<file path="src/rtl/sar_conv_sequencer_if.sv">
// sar_conv_sequencer_if: valid/ready result port carrying an 8-bit SAR result and its channel tag.
interface sar_conv_sequencer_if #(
    parameter int NCH = 4
);
    localparam int CHW = $clog2(NCH);
    logic           valid;
    logic           ready;
    logic [7:0]     data;
    logic [CHW-1:0] ch;
    modport master (output valid, data, ch, input ready);
    modport slave  (input valid, data, ch, output ready);
endinterface

</file>
<file path="src/rtl/sar_conv_sequencer.sv">
// sar_conv_sequencer: sweeps masked analog channels through sample/convert on an 8-bit SAR core
// and hands each result out on a single-entry valid/ready port.
module sar_conv_sequencer #(
    parameter int NCH        = 4,
    parameter int SAMPLE_CYC = 4,
    parameter int TIMEOUT    = 15,
    localparam int CHW       = $clog2(NCH)
) (
    input  logic                  clk,
    input  logic                  rst_n,
    input  logic                  ena,
    input  logic                  start,
    input  logic                  continuous,
    input  logic [NCH-1:0]        ch_mask,
    input  logic                  sar_done,
    input  logic [7:0]            sar_result,
    output logic                  sar_run,
    output logic                  sample,
    output logic [CHW-1:0]        ch_sel,
    output logic                  busy,
    output logic                  err_timeout,
    sar_conv_sequencer_if.master  res
);
    localparam int CMAX = TIMEOUT > SAMPLE_CYC ? TIMEOUT : SAMPLE_CYC;
    localparam int CW   = $clog2(CMAX + 1);

    typedef enum logic [1:0] {S_IDLE, S_SAMPLE, S_CONVERT, S_OUTPUT} state_t;

    state_t         state, state_d;
    logic [CW-1:0]  cnt, cnt_d;
    logic [NCH-1:0] mask_q, mask_d;
    logic [CHW-1:0] ch_d, rch_q, rch_d;
    logic [7:0]     data_q, data_d;
    logic           err_d;
    logic [CHW:0]   nxt, low;

    // {found, index} of the lowest set bit of m at or above position lo
    function automatic logic [CHW:0] first_from(input logic [NCH-1:0] m, input int lo);
        first_from = '0;
        for (int i = NCH - 1; i >= 0; i--)
            if (m[i] && i >= lo) first_from = {1'b1, CHW'(i)};
    endfunction

    always_ff @(posedge clk or negedge rst_n) begin
        if (!rst_n) begin
            state       <= S_IDLE;
            cnt         <= '0;
            mask_q      <= '0;
            ch_sel      <= '0;
            rch_q       <= '0;
            data_q      <= '0;
            err_timeout <= 1'b0;
        end else begin
            state       <= state_d;
            cnt         <= cnt_d;
            mask_q      <= mask_d;
            ch_sel      <= ch_d;
            rch_q       <= rch_d;
            data_q      <= data_d;
            err_timeout <= err_d;
        end
    end

    always_comb begin
        state_d = state;
        cnt_d   = cnt;
        mask_d  = mask_q;
        ch_d    = ch_sel;
        rch_d   = rch_q;
        data_d  = data_q;
        err_d   = err_timeout;
        nxt     = first_from(mask_q, int'(ch_sel) + 1);
        low     = first_from(ch_mask, 0);
        if (!ena) begin
            state_d = S_IDLE;
            cnt_d   = '0;
        end else begin
            case (state)
                S_IDLE:
                    if (start && low[CHW]) begin
                        mask_d  = ch_mask;
                        ch_d    = low[CHW-1:0];
                        err_d   = 1'b0;
                        cnt_d   = '0;
                        state_d = S_SAMPLE;
                    end
                S_SAMPLE:
                    if (cnt == CW'(SAMPLE_CYC - 1)) begin
                        cnt_d   = '0;
                        state_d = S_CONVERT;
                    end else cnt_d = cnt + CW'(1);
                S_CONVERT:
                    if (sar_done) begin
                        data_d  = sar_result;
                        rch_d   = ch_sel;
                        cnt_d   = '0;
                        state_d = S_OUTPUT;
                    end else if (cnt == CW'(TIMEOUT - 1)) begin
                        err_d   = 1'b1;
                        cnt_d   = '0;
                        state_d = S_IDLE;
                    end else cnt_d = cnt + CW'(1);
                S_OUTPUT:
                    if (res.ready) begin
                        if (nxt[CHW]) begin
                            ch_d    = nxt[CHW-1:0];
                            state_d = S_SAMPLE;
                        end else if (continuous) begin
                            // wrap: fresh mask, and ch_sel keeps its value if nothing is enabled
                            mask_d  = ch_mask;
                            ch_d    = low[CHW] ? low[CHW-1:0] : ch_sel;
                            state_d = low[CHW] ? S_SAMPLE : S_IDLE;
                        end else state_d = S_IDLE;
                    end
                default: state_d = S_IDLE;
            endcase
        end
    end

    assign sar_run   = state == S_CONVERT;
    assign sample    = state == S_SAMPLE;
    assign busy      = state != S_IDLE;
    assign res.valid = state == S_OUTPUT;
    assign res.data  = data_q;
    assign res.ch    = rch_q;
endmodule

</file>
<file path="src/flat_wrapper.sv">
// flat-port wrapper written by rule: the top's interface ports become plain ports
module sar_conv_sequencer_flat 
#(
    parameter int NCH        = 4,
    parameter int SAMPLE_CYC = 4,
    parameter int TIMEOUT    = 15,
    localparam int CHW       = $clog2(NCH)
)
  (clk, rst_n, ena, start, continuous, ch_mask, sar_done, sar_result, sar_run, sample, ch_sel, busy, err_timeout, res_valid, res_data, res_ch, res_ready);
  sar_conv_sequencer_if #(.NCH(NCH)) res_i ();
  input  logic clk;
  input  logic rst_n;
  input  logic ena;
  input  logic start;
  input  logic continuous;
  input  logic [NCH-1:0] ch_mask;
  input  logic sar_done;
  input  logic [7:0] sar_result;
  output logic sar_run;
  output logic sample;
  output logic [CHW-1:0] ch_sel;
  output logic busy;
  output logic err_timeout;
  output wire logic [$bits(res_i.valid)-1:0] res_valid;
  output wire logic [$bits(res_i.data)-1:0] res_data;
  output wire logic [$bits(res_i.ch)-1:0] res_ch;
  input wire logic [$bits(res_i.ready)-1:0] res_ready;
  assign res_valid = res_i.valid;
  assign res_data = res_i.data;
  assign res_ch = res_i.ch;
  assign res_i.ready = res_ready;
  sar_conv_sequencer #(.NCH(NCH), .SAMPLE_CYC(SAMPLE_CYC), .TIMEOUT(TIMEOUT)) u_core (.clk(clk), .rst_n(rst_n), .ena(ena), .start(start), .continuous(continuous), .ch_mask(ch_mask), .sar_done(sar_done), .sar_result(sar_result), .sar_run(sar_run), .sample(sample), .ch_sel(ch_sel), .busy(busy), .err_timeout(err_timeout), .res(res_i));
endmodule
</file>
<file path="config.mk">
export PLATFORM = sky130hd
export DESIGN_NAME = sar_conv_sequencer_flat
export DESIGN_NICKNAME = d
export VERILOG_FILES = /design/src/rtl/sar_conv_sequencer_if.sv /design/src/rtl/sar_conv_sequencer.sv /design/src/flat_wrapper.sv
export SDC_FILE = /design/constraint.sdc
export NUM_CORES = 1
export LEC_CHECK = 0
export BUFFER_PORTS_ARGS = -buffer_cell sky130_fd_sc_hd__buf_2
export CORE_ASPECT_RATIO = 0.5
export CORE_MARGIN = 1
export CORE_UTILIZATION = 40
export CTS_BUF_LIST = sky130_fd_sc_hd__clkbuf_4
export DETAILED_ROUTE_END_ITERATION = 7
export PLACE_DENSITY = 0.68
export SKIP_CTS_REPAIR_TIMING = 1
export SYNTH_ARGS = -nofsm -noshare
export SYNTH_HDL_FRONTEND = slang
export SYNTH_SLANG_ARGS = --single-unit
</file>
<file path="constraint.sdc">
create_clock -name clk -period 3.3 [get_ports clk]
set_clock_uncertainty 0.05 [all_clocks]
set_input_delay 0.66 -clock clk [delete_from_list [all_inputs] [get_ports clk]]
set_output_delay 0.66 -clock clk [all_outputs]
set_load 0.02 [all_outputs]
</file>
==> impl_metrics.py, run 1 <==
metrics = {
    "sta": {
        "timing.slew.headroom": 0.665,
        "rsz0062_at_grt": "no",
        "totalNegativeSetupSlack_ns": 0,
        "max_slew_vio_count": 0,
        "final_period_minus_worst_setup_slack_ns": 2.24,
        "final_critical_path_setup_slack_ns": 1.06,
        "report.final.hold_viol_count": 0,
        "worstMarginPinSlew_ns": 0.495,
        "finalSetupViolations": 0,
        "timing.final.crit_share": 0.679,
        "clock.fmax_mhz": 446,
    },
    "grt": {
        "grt_start_max_net_pins": 23,
        "antenna_found_initial": 0,
        "grtUsageMet1": 0.242,
        "gr-usage-all-layers": 0.187,
        "grt_overflow": 0,
        "vias_in_the_first_global_route": 1002,
        "met3_usage": 0.0462,
        "grt.busiest_layer": "met2",
        "grt_pass1_wl_um": 4730,
        "gr_util_met2": 0.306,
    },
    "critical_path": {
        "worst_path_arrival_time_ns": 1.53,
        "critPathMostFrequentCell": "sky130_fd_sc_hd__inv_1",
        "path_cells": "inv_1 -> ha_1 -> inv_1 -> buf_2",
        "crit_path_end_kind": "primary output",
        "timing.critical_path.required_ns": 2.59,
        "worst-path-buf-inv": 3,
        "reg2reg_depth": 6,
        "worst_setup_path_start_kind": "flip-flop",
        "worstSetupPathType": "reg -> out",
        "worst_path_largest_cell_delay_ns": 0.45,
        "critical-path-top-delay-family": "flip-flops",
        "critical_path_peak_fanout": 7,
        "worst_path_max_delay_cell": "sky130_fd_sc_hd__dfrtp_1",
        "path_depth": 4,
    },
    "clocking": {
        "tritoncts_num_sinks": 22,
        "clock_tree.htree_level_count": 1,
        "clkTransAtPathRegs_ns": 0.13,
        "max_root_sink_buffers": 2,
        "clk_latency_ns": 0.32,
        "ctsRootBufferMaster": "sky130_fd_sc_hd__clkbuf_4",
        "tritoncts": "built",
        "cts-buffers-inserted": 3,
    },
    "finish": {
        "final_layout_size_suffix_gt1_frac": 0.357,
        "finish.net_count": 184,
        "final_util": 0.546,
        "n_antenna_cell": 0,
        "flow.area_growth_from_synthesis_pct": 21.3,
    },
    "power_and_ir_drop": {
        "cellLeakagePower_nw": 0.735,
        "vdd.ir_drop.worst_mv": 0.337,
        "powerDensity_nw_per_um2": 862,
    },
    "run_status": {
        "result_of_the_run": "finished clean",
    },
    "routing": {
        "final_antenna_net_count": 0,
        "drt_wl_total_um": 2720,
        "detailedRoute.firstPassIterationCount": 4,
        "drc": 0,
        "count_of_routing_violations_after_the_opening_detailed_route_iteration": 49,
        "wire_per_inst_um": 14.0,
        "num_vias": 1067,
        "vias_per_cell": 5.50,
    },
    "place": {
        "port-buffer-count": 35,
        "place.gp.congestion": 0.802,
        "preCtsSetupSlack_ns": 1.17,
        "detailed_place_hpwl_um": 2130,
    },
    "synthesis": {
        "post_synth_main_area_contributors": "sky130_fd_sc_hd__dfrtp_1 (44%), sky130_fd_sc_hd__mux2_2 (8.1%), sky130_fd_sc_hd__ha_1 (7.0%)",
        "synth.largest_area_cell": "sky130_fd_sc_hd__dfrtp_1",
        "post_synth_num_cell_types": 33,
        "mappedNetlistArea_um2": 1250,
        "synth_sequential_area_ratio": 0.440,
        "synth.yosys.warnings": 0,
        "synthesis.area_per_instance_um2": 10.4,
        "synth_register_bits": 22,
        "synth_top_area_share": 0.440,
        "netlist_instances": 120,
        "synth.net_count": 146,
    },
    "floorplan": {
        "die_width_um": 81.1,
        "placeableCoreArea_um2": 2780,
        "ios": 36,
        "die_h_um": 41.6,
        "initial_utilization": 0.450,
        "dieArea_um2": 3370,
        "core.rowCount": 13,
    },
    "min_path": {
        "min_path_type": "in -> async",
    },
    "flow_run": {
        "cap_viol_max_count": 0,
    },
}
per-stage QoR:
stage               power [W]  cells  instance area (um^2)  hold slack, ns
floorplan            0.000911    120                  1250           0.314
global placement      0.00108    190                  1470           0.418
detailed placement    0.00110    190                  1470           0.427
CTS                   0.00132    194                  1520           0.251
global route          0.00141    194                  1520           0.255
finish                0.00131    194                  1520           0.237
kinds of logic after synthesis:
family / synth area share
fa+ha+maj: 0.0699
buf+inv: 0.0270
flops: 0.440
compound gates: 0.183
mux: 0.117
xor+xnor: 0.0140
simple gates: 0.150
worst register-to-register path: stages (launching register included):
cell                      delay, ns
sky130_fd_sc_hd__dfrtp_1       0.45
sky130_fd_sc_hd__inv_1         0.12
sky130_fd_sc_hd__ha_1          0.31
sky130_fd_sc_hd__nor2b_1       0.22
sky130_fd_sc_hd__a21oi_1       0.10
sky130_fd_sc_hd__nor3b_1       0.44
sky130_fd_sc_hd__mux2_4        0.34
cells in the mapped netlist:
library cell	instances
sky130_fd_sc_hd__xor2_1	2
sky130_fd_sc_hd__o311ai_1	1
sky130_fd_sc_hd__o22ai_1	1
sky130_fd_sc_hd__and3_1	1
sky130_fd_sc_hd__nor2b_1	5
sky130_fd_sc_hd__o41ai_1	1
sky130_fd_sc_hd__o21ai_1	1
sky130_fd_sc_hd__or3b_1	1
sky130_fd_sc_hd__o21ai_0	7
sky130_fd_sc_hd__ha_1	7
sky130_fd_sc_hd__nand2_1	9
sky130_fd_sc_hd__nand4_1	3
sky130_fd_sc_hd__a211oi_1	3
sky130_fd_sc_hd__o41ai_4	1
sky130_fd_sc_hd__a221oi_2	1
sky130_fd_sc_hd__nand3_1	4
sky130_fd_sc_hd__a31oi_1	5
sky130_fd_sc_hd__nand3b_1	1
sky130_fd_sc_hd__o21bai_1	1
sky130_fd_sc_hd__nor3_1	1
sky130_fd_sc_hd__clkbuf_1	2
sky130_fd_sc_hd__a311oi_1	1
sky130_fd_sc_hd__nor2_1	6
sky130_fd_sc_hd__mux2_4	3
sky130_fd_sc_hd__dfrtp_1	22
sky130_fd_sc_hd__a21oi_1	8
sky130_fd_sc_hd__nand2b_1	1
sky130_fd_sc_hd__nand2_2	1
sky130_fd_sc_hd__inv_1	7
sky130_fd_sc_hd__mux2_2	9
sky130_fd_sc_hd__nor3b_1	2
sky130_fd_sc_hd__o211ai_2	1
sky130_fd_sc_hd__nor2_2	1
layout make-up:
cell class                 count  area (um^2)
inverter                       7         26.3
timing repair buffer          35          175
clock inverter                 1         30.0
clock buffer                   3         22.5
tap                           37         46.3
sequential                    22          551
fill                         260         1260
multi-input combinational     89          668
metal layers:
layer  part of all wire  up-vias
li1                   -      516
met5                  0        -
met2               0.48       35
met3              0.041        4
met4              0.013        0
met1               0.47      512
sequential cells by signal, indices dropped and copies added (netlist names):
| signal | count |
|---|---|
| u_core.ch_sel | 2 |
| u_core.cnt | 4 |
| u_core.err_timeout | 1 |
| u_core.mask_q | 3 |
| u_core.res.ch | 2 |
| u_core.res.data | 8 |
| u_core.state | 2 |
final timing paths:
path	startpoint	to	slack [ns]
max in group asynchronous	rst_n	u_core.ch_sel[1]$_DFFE_PN0P_	2.62
worst min-delay path	rst_n	u_core.state[1]$_DFFE_PN0P_	0.24
worst max-delay path	u_core.state[1]$_DFFE_PN0P_	busy	1.06
worst max register to register	u_core.state[1]$_DFFE_PN0P_	u_core.ch_sel[0]$_DFFE_PN0P_	1.18
min in group clk	u_core.res.ch[0]$_DFFE_PN0P_	u_core.res.ch[0]$_DFFE_PN0P_	0.45
worst min register to register	u_core.res.ch[0]$_DFFE_PN0P_	u_core.res.ch[0]$_DFFE_PN0P_	0.45
power breakdown:
group | internal [W] | leakage (nW) | total (W) | switching (W)
Sequential | 0.000367 | 0.283 | 0.000450 | 0.0000829
Clock | 0.000123 | 0.0279 | 0.000210 | 0.0000874
Combinational | 0.000266 | 0.424 | 0.000649 | 0.000384
Total | 0.000756 | 0.735 | 0.00131 | 0.000554
layout by cell type (no fill, tap or decap), types with 2 or more instances in the layout:
| master | instances |
|---|---|
| sky130_fd_sc_hd__clkbuf_4 | 3 |
| sky130_fd_sc_hd__ha_1 | 7 |
| sky130_fd_sc_hd__a211oi_1 | 3 |
| sky130_fd_sc_hd__nor3b_1 | 2 |
| sky130_fd_sc_hd__xor2_1 | 2 |
| sky130_fd_sc_hd__nand4_1 | 3 |
| sky130_fd_sc_hd__nand2_1 | 9 |
| sky130_fd_sc_hd__nand3_1 | 4 |
| sky130_fd_sc_hd__nor2_1 | 6 |
| sky130_fd_sc_hd__buf_2 | 35 |
| sky130_fd_sc_hd__nor2b_1 | 5 |
| sky130_fd_sc_hd__a31oi_1 | 5 |
| sky130_fd_sc_hd__a21oi_1 | 8 |
| sky130_fd_sc_hd__inv_1 | 7 |
| sky130_fd_sc_hd__dfrtp_1 | 22 |
| sky130_fd_sc_hd__mux2_2 | 9 |
| sky130_fd_sc_hd__o21ai_0 | 7 |
| sky130_fd_sc_hd__mux2_4 | 3 |
No activity file was read; power rests on OpenSTA's default activity.
==> inputs of run 2 (changes only) <==
ABC_AREA = 1   (was unset)
PLACE_DENSITY = 0.67   (was 0.68)
clock period = 2.3 ns   (was 3.3 ns; I/O delays follow)
==> impl_metrics.py, run 2 <==
metrics = {
    "grt": {
        "antenna_found_initial": 0,
        "gr-usage-all-layers": 0.162,
        "grt.busiest_layer": "met2",
        "grt_pass1_wl_um": 4610,
        "gr_util_met2": 0.274,
        "met3_usage": 0.0495,
        "vias_in_the_first_global_route": 1046,
        "grtUsageMet1": 0.211,
        "grt_overflow": 0,
        "grt_start_max_net_pins": 23,
    },
    "min_path": {
        "min_path_type": "in -> async",
    },
    "flow_run": {
        "cap_viol_max_count": 0,
    },
    "routing": {
        "num_vias": 1142,
        "drt_wl_total_um": 2670,
        "final_antenna_net_count": 0,
        "detailedRoute.firstPassIterationCount": 4,
        "vias_per_cell": 4.64,
        "wire_per_inst_um": 10.8,
        "count_of_routing_violations_after_the_opening_detailed_route_iteration": 52,
        "drc": 0,
    },
    "synthesis": {
        "synth.cells.most_frequent": "sky130_fd_sc_hd__nand2_1 (38), sky130_fd_sc_hd__dfrtp_1 (22), sky130_fd_sc_hd__nand3_1 (15)",
        "most_frequent_cell_after_synthesis": "sky130_fd_sc_hd__nand2_1",
        "synth_edf_count": 0,
        "synth_register_bits": 22,
        "post_synth_main_area_contributors": "sky130_fd_sc_hd__dfrtp_1 (39%), sky130_fd_sc_hd__nand2_1 (10%), sky130_fd_sc_hd__mux2_4 (6.4%)",
        "synth.largest_area_cell": "sky130_fd_sc_hd__dfrtp_1",
        "mappedNetlistArea_um2": 1400,
        "synth_top_area_share": 0.393,
        "post_synth_num_cell_types": 26,
        "synth_sequential_area_ratio": 0.393,
        "most_used_flip_flop_cell_after_synthesis": "sky130_fd_sc_hd__dfrtp_1",
        "synthesis.area_per_instance_um2": 8.66,
        "ys_async_sr_fraction": 1.00,
        "synth.yosys.warnings": 0,
        "netlist_instances": 162,
        "synth.net_count": 188,
    },
    "critical_path": {
        "worst_path_largest_cell_delay_ns": 0.46,
        "path_cells": "ha_1 -> buf_2",
        "worstReg2RegEnd": "u_core.res.data[7]$_DFFE_PN0P_",
        "timing.rr.start": "u_core.state[0]$_DFFE_PN0P_",
        "reg2reg_depth": 6,
        "worst-path-buf-inv": 1,
        "timing.critical_path.from": "u_core.state[0]$_DFFE_PN0P_",
        "crit_path_end_kind": "primary output",
        "worst_path_max_delay_cell": "sky130_fd_sc_hd__ha_1",
        "worst_path_arrival_time_ns": 1.44,
        "worst_setup_path_start_kind": "flip-flop",
        "worstSetupPathType": "reg -> out",
        "critical-path-top-delay-family": "adder cells",
        "cp-endpoint": "res_valid",
        "path_depth": 2,
        "setup.reg_to_reg.worst_slack_ns": 0.59,
        "timing.critical_path.required_ns": 1.79,
        "critical_path_peak_fanout": 10,
    },
    "sta": {
        "clock.fmax_mhz": 512,
        "worstMarginPinSlew_ns": 0.515,
        "rsz0062_at_grt": "no",
        "max_slew_vio_count": 0,
        "finalSetupViolations": 0,
        "hold_ws_ns": 0.0558,
        "timing.final.crit_share": 0.849,
        "timing.slew.headroom": 0.657,
        "final_period_minus_worst_setup_slack_ns": 1.95,
        "totalNegativeSetupSlack_ns": 0,
        "report.final.hold_viol_count": 0,
    },
    "power_and_ir_drop": {
        "cellLeakagePower_nw": 0.903,
        "pwr-share-seq": 0.345,
        "pwr-share-comb": 0.487,
        "clock_power_share": 0.168,
        "switching_power_w": 0.000744,
        "power.switching_fraction": 0.421,
        "report.power.total_w": 0.00177,
        "internal-power_w": 0.00102,
        "vdd.ir_drop.worst_mv": 0.324,
        "powerDensity_nw_per_um2": 1070,
    },
    "clocking": {
        "clkTransAtPathRegs_ns": 0.12,
        "ctsRootBufferMaster": "sky130_fd_sc_hd__clkbuf_4",
        "max_root_sink_buffers": 2,
        "tritoncts": "built",
        "cts-buffers-inserted": 3,
        "tritoncts_num_sinks": 22,
        "clk_latency_ns": 0.31,
        "clock_tree.htree_level_count": 1,
    },
    "finish": {
        "final_cell_mix": "sky130_fd_sc_hd__nand2_1 (38), sky130_fd_sc_hd__buf_2 (35), sky130_fd_sc_hd__dfrtp_1 (22)",
        "finish.net_count": 225,
        "final_layout_size_suffix_gt1_frac": 0.364,
        "n_antenna_cell": 0,
        "flow.area_growth_from_synthesis_pct": 18.1,
        "layout.cells.most_common": "sky130_fd_sc_hd__nand2_1",
        "max_ffs_per_register": 8,
    },
    "floorplan": {
        "core.rowCount": 14,
        "dieArea_um2": 3760,
        "die_h_um": 43.9,
        "placeableCoreArea_um2": 3170,
        "ios": 36,
        "die_width_um": 85.7,
        "initial_utilization": 0.442,
    },
    "place": {
        "port-buffer-count": 35,
        "detailed_place_hpwl_um": 2130,
        "place.gp.congestion": 0.913,
    },
    "run_status": {
        "result_of_the_run": "finished clean",
    },
}
-- run 2: worst min path at each step --
| stage | startpoint | to | slack (ns) |
|---|---|---|---|
| finish | rst_n | u_core.err_timeout$_DFFE_PN0P_ | 0.06 |
| CTS | rst_n | u_core.state[1]$_DFFE_PN0P_ | 0.06 |
| floorplan | rst_n | u_core.ch_sel[0]$_DFFE_PN0P_ | 0.11 |
| global route | rst_n | u_core.mask_q[3]$_DFFE_PN0P_ | 0.07 |
| detailed placement | rst_n | u_core.state[1]$_DFFE_PN0P_ | 0.42 |
| global placement | rst_n | u_core.state[1]$_DFFE_PN0P_ | 0.41 |
-- run 2: through the flow --
stage                util  cells  worst slack, ns  area [um^2]
global placement    0.506    242            0.676         1600
detailed placement  0.506    242            0.616         1600
CTS                 0.522    246            0.320         1660
finish              0.522    246            0.347         1660
floorplan               -    162            0.640         1400
global route        0.522    246            0.255         1660
-- run 2: area by class of cell --
| type | instances | area, um^2 |
|---|---|---|
| Clock buffer | 3 | 22.5 |
| Clock inverter | 1 | 30.0 |
| Fill cell | 303 | 1510 |
| Inverter | 16 | 60.1 |
| Multi-Input combinational cell | 121 | 758 |
| Sequential cell | 22 | 551 |
| Tap cell | 48 | 60.1 |
| Timing Repair Buffer | 35 | 175 |
-- run 2: power by group through the flow --
stage	Sequential, W	Combinational (W)	Clock, W
6_report	0.000608	0.000861	0.000297
5_1_grt	0.000628	0.000953	0.000327
4_1_cts	0.000610	0.000866	0.000311
3_5_place_dp	0.000619	0.000861	0
3_3_place_gp	0.000616	0.000855	0
2_1_floorplan	0.000715	0.000541	0
-- run 2: kinds of logic after synthesis --
logic type | Yosys count | share of synthesized area
multiplexers | 8 | 0.0803
AND/OR/NAND/NOR | 87 | 0.326
adder cells (fa/ha/maj) | 7 | 0.0624
flip-flops | 22 | 0.393
buffers and inverters | 19 | 0.0669
AO/OA/AOI/OAI | 19 | 0.0723
-- run 2: layer usage --
metal,vias to the layer above,routed length (um)
li1,598,-
met1,517,1290
met2,25,1240
met3,2,118
met4,0,21
met5,-,0
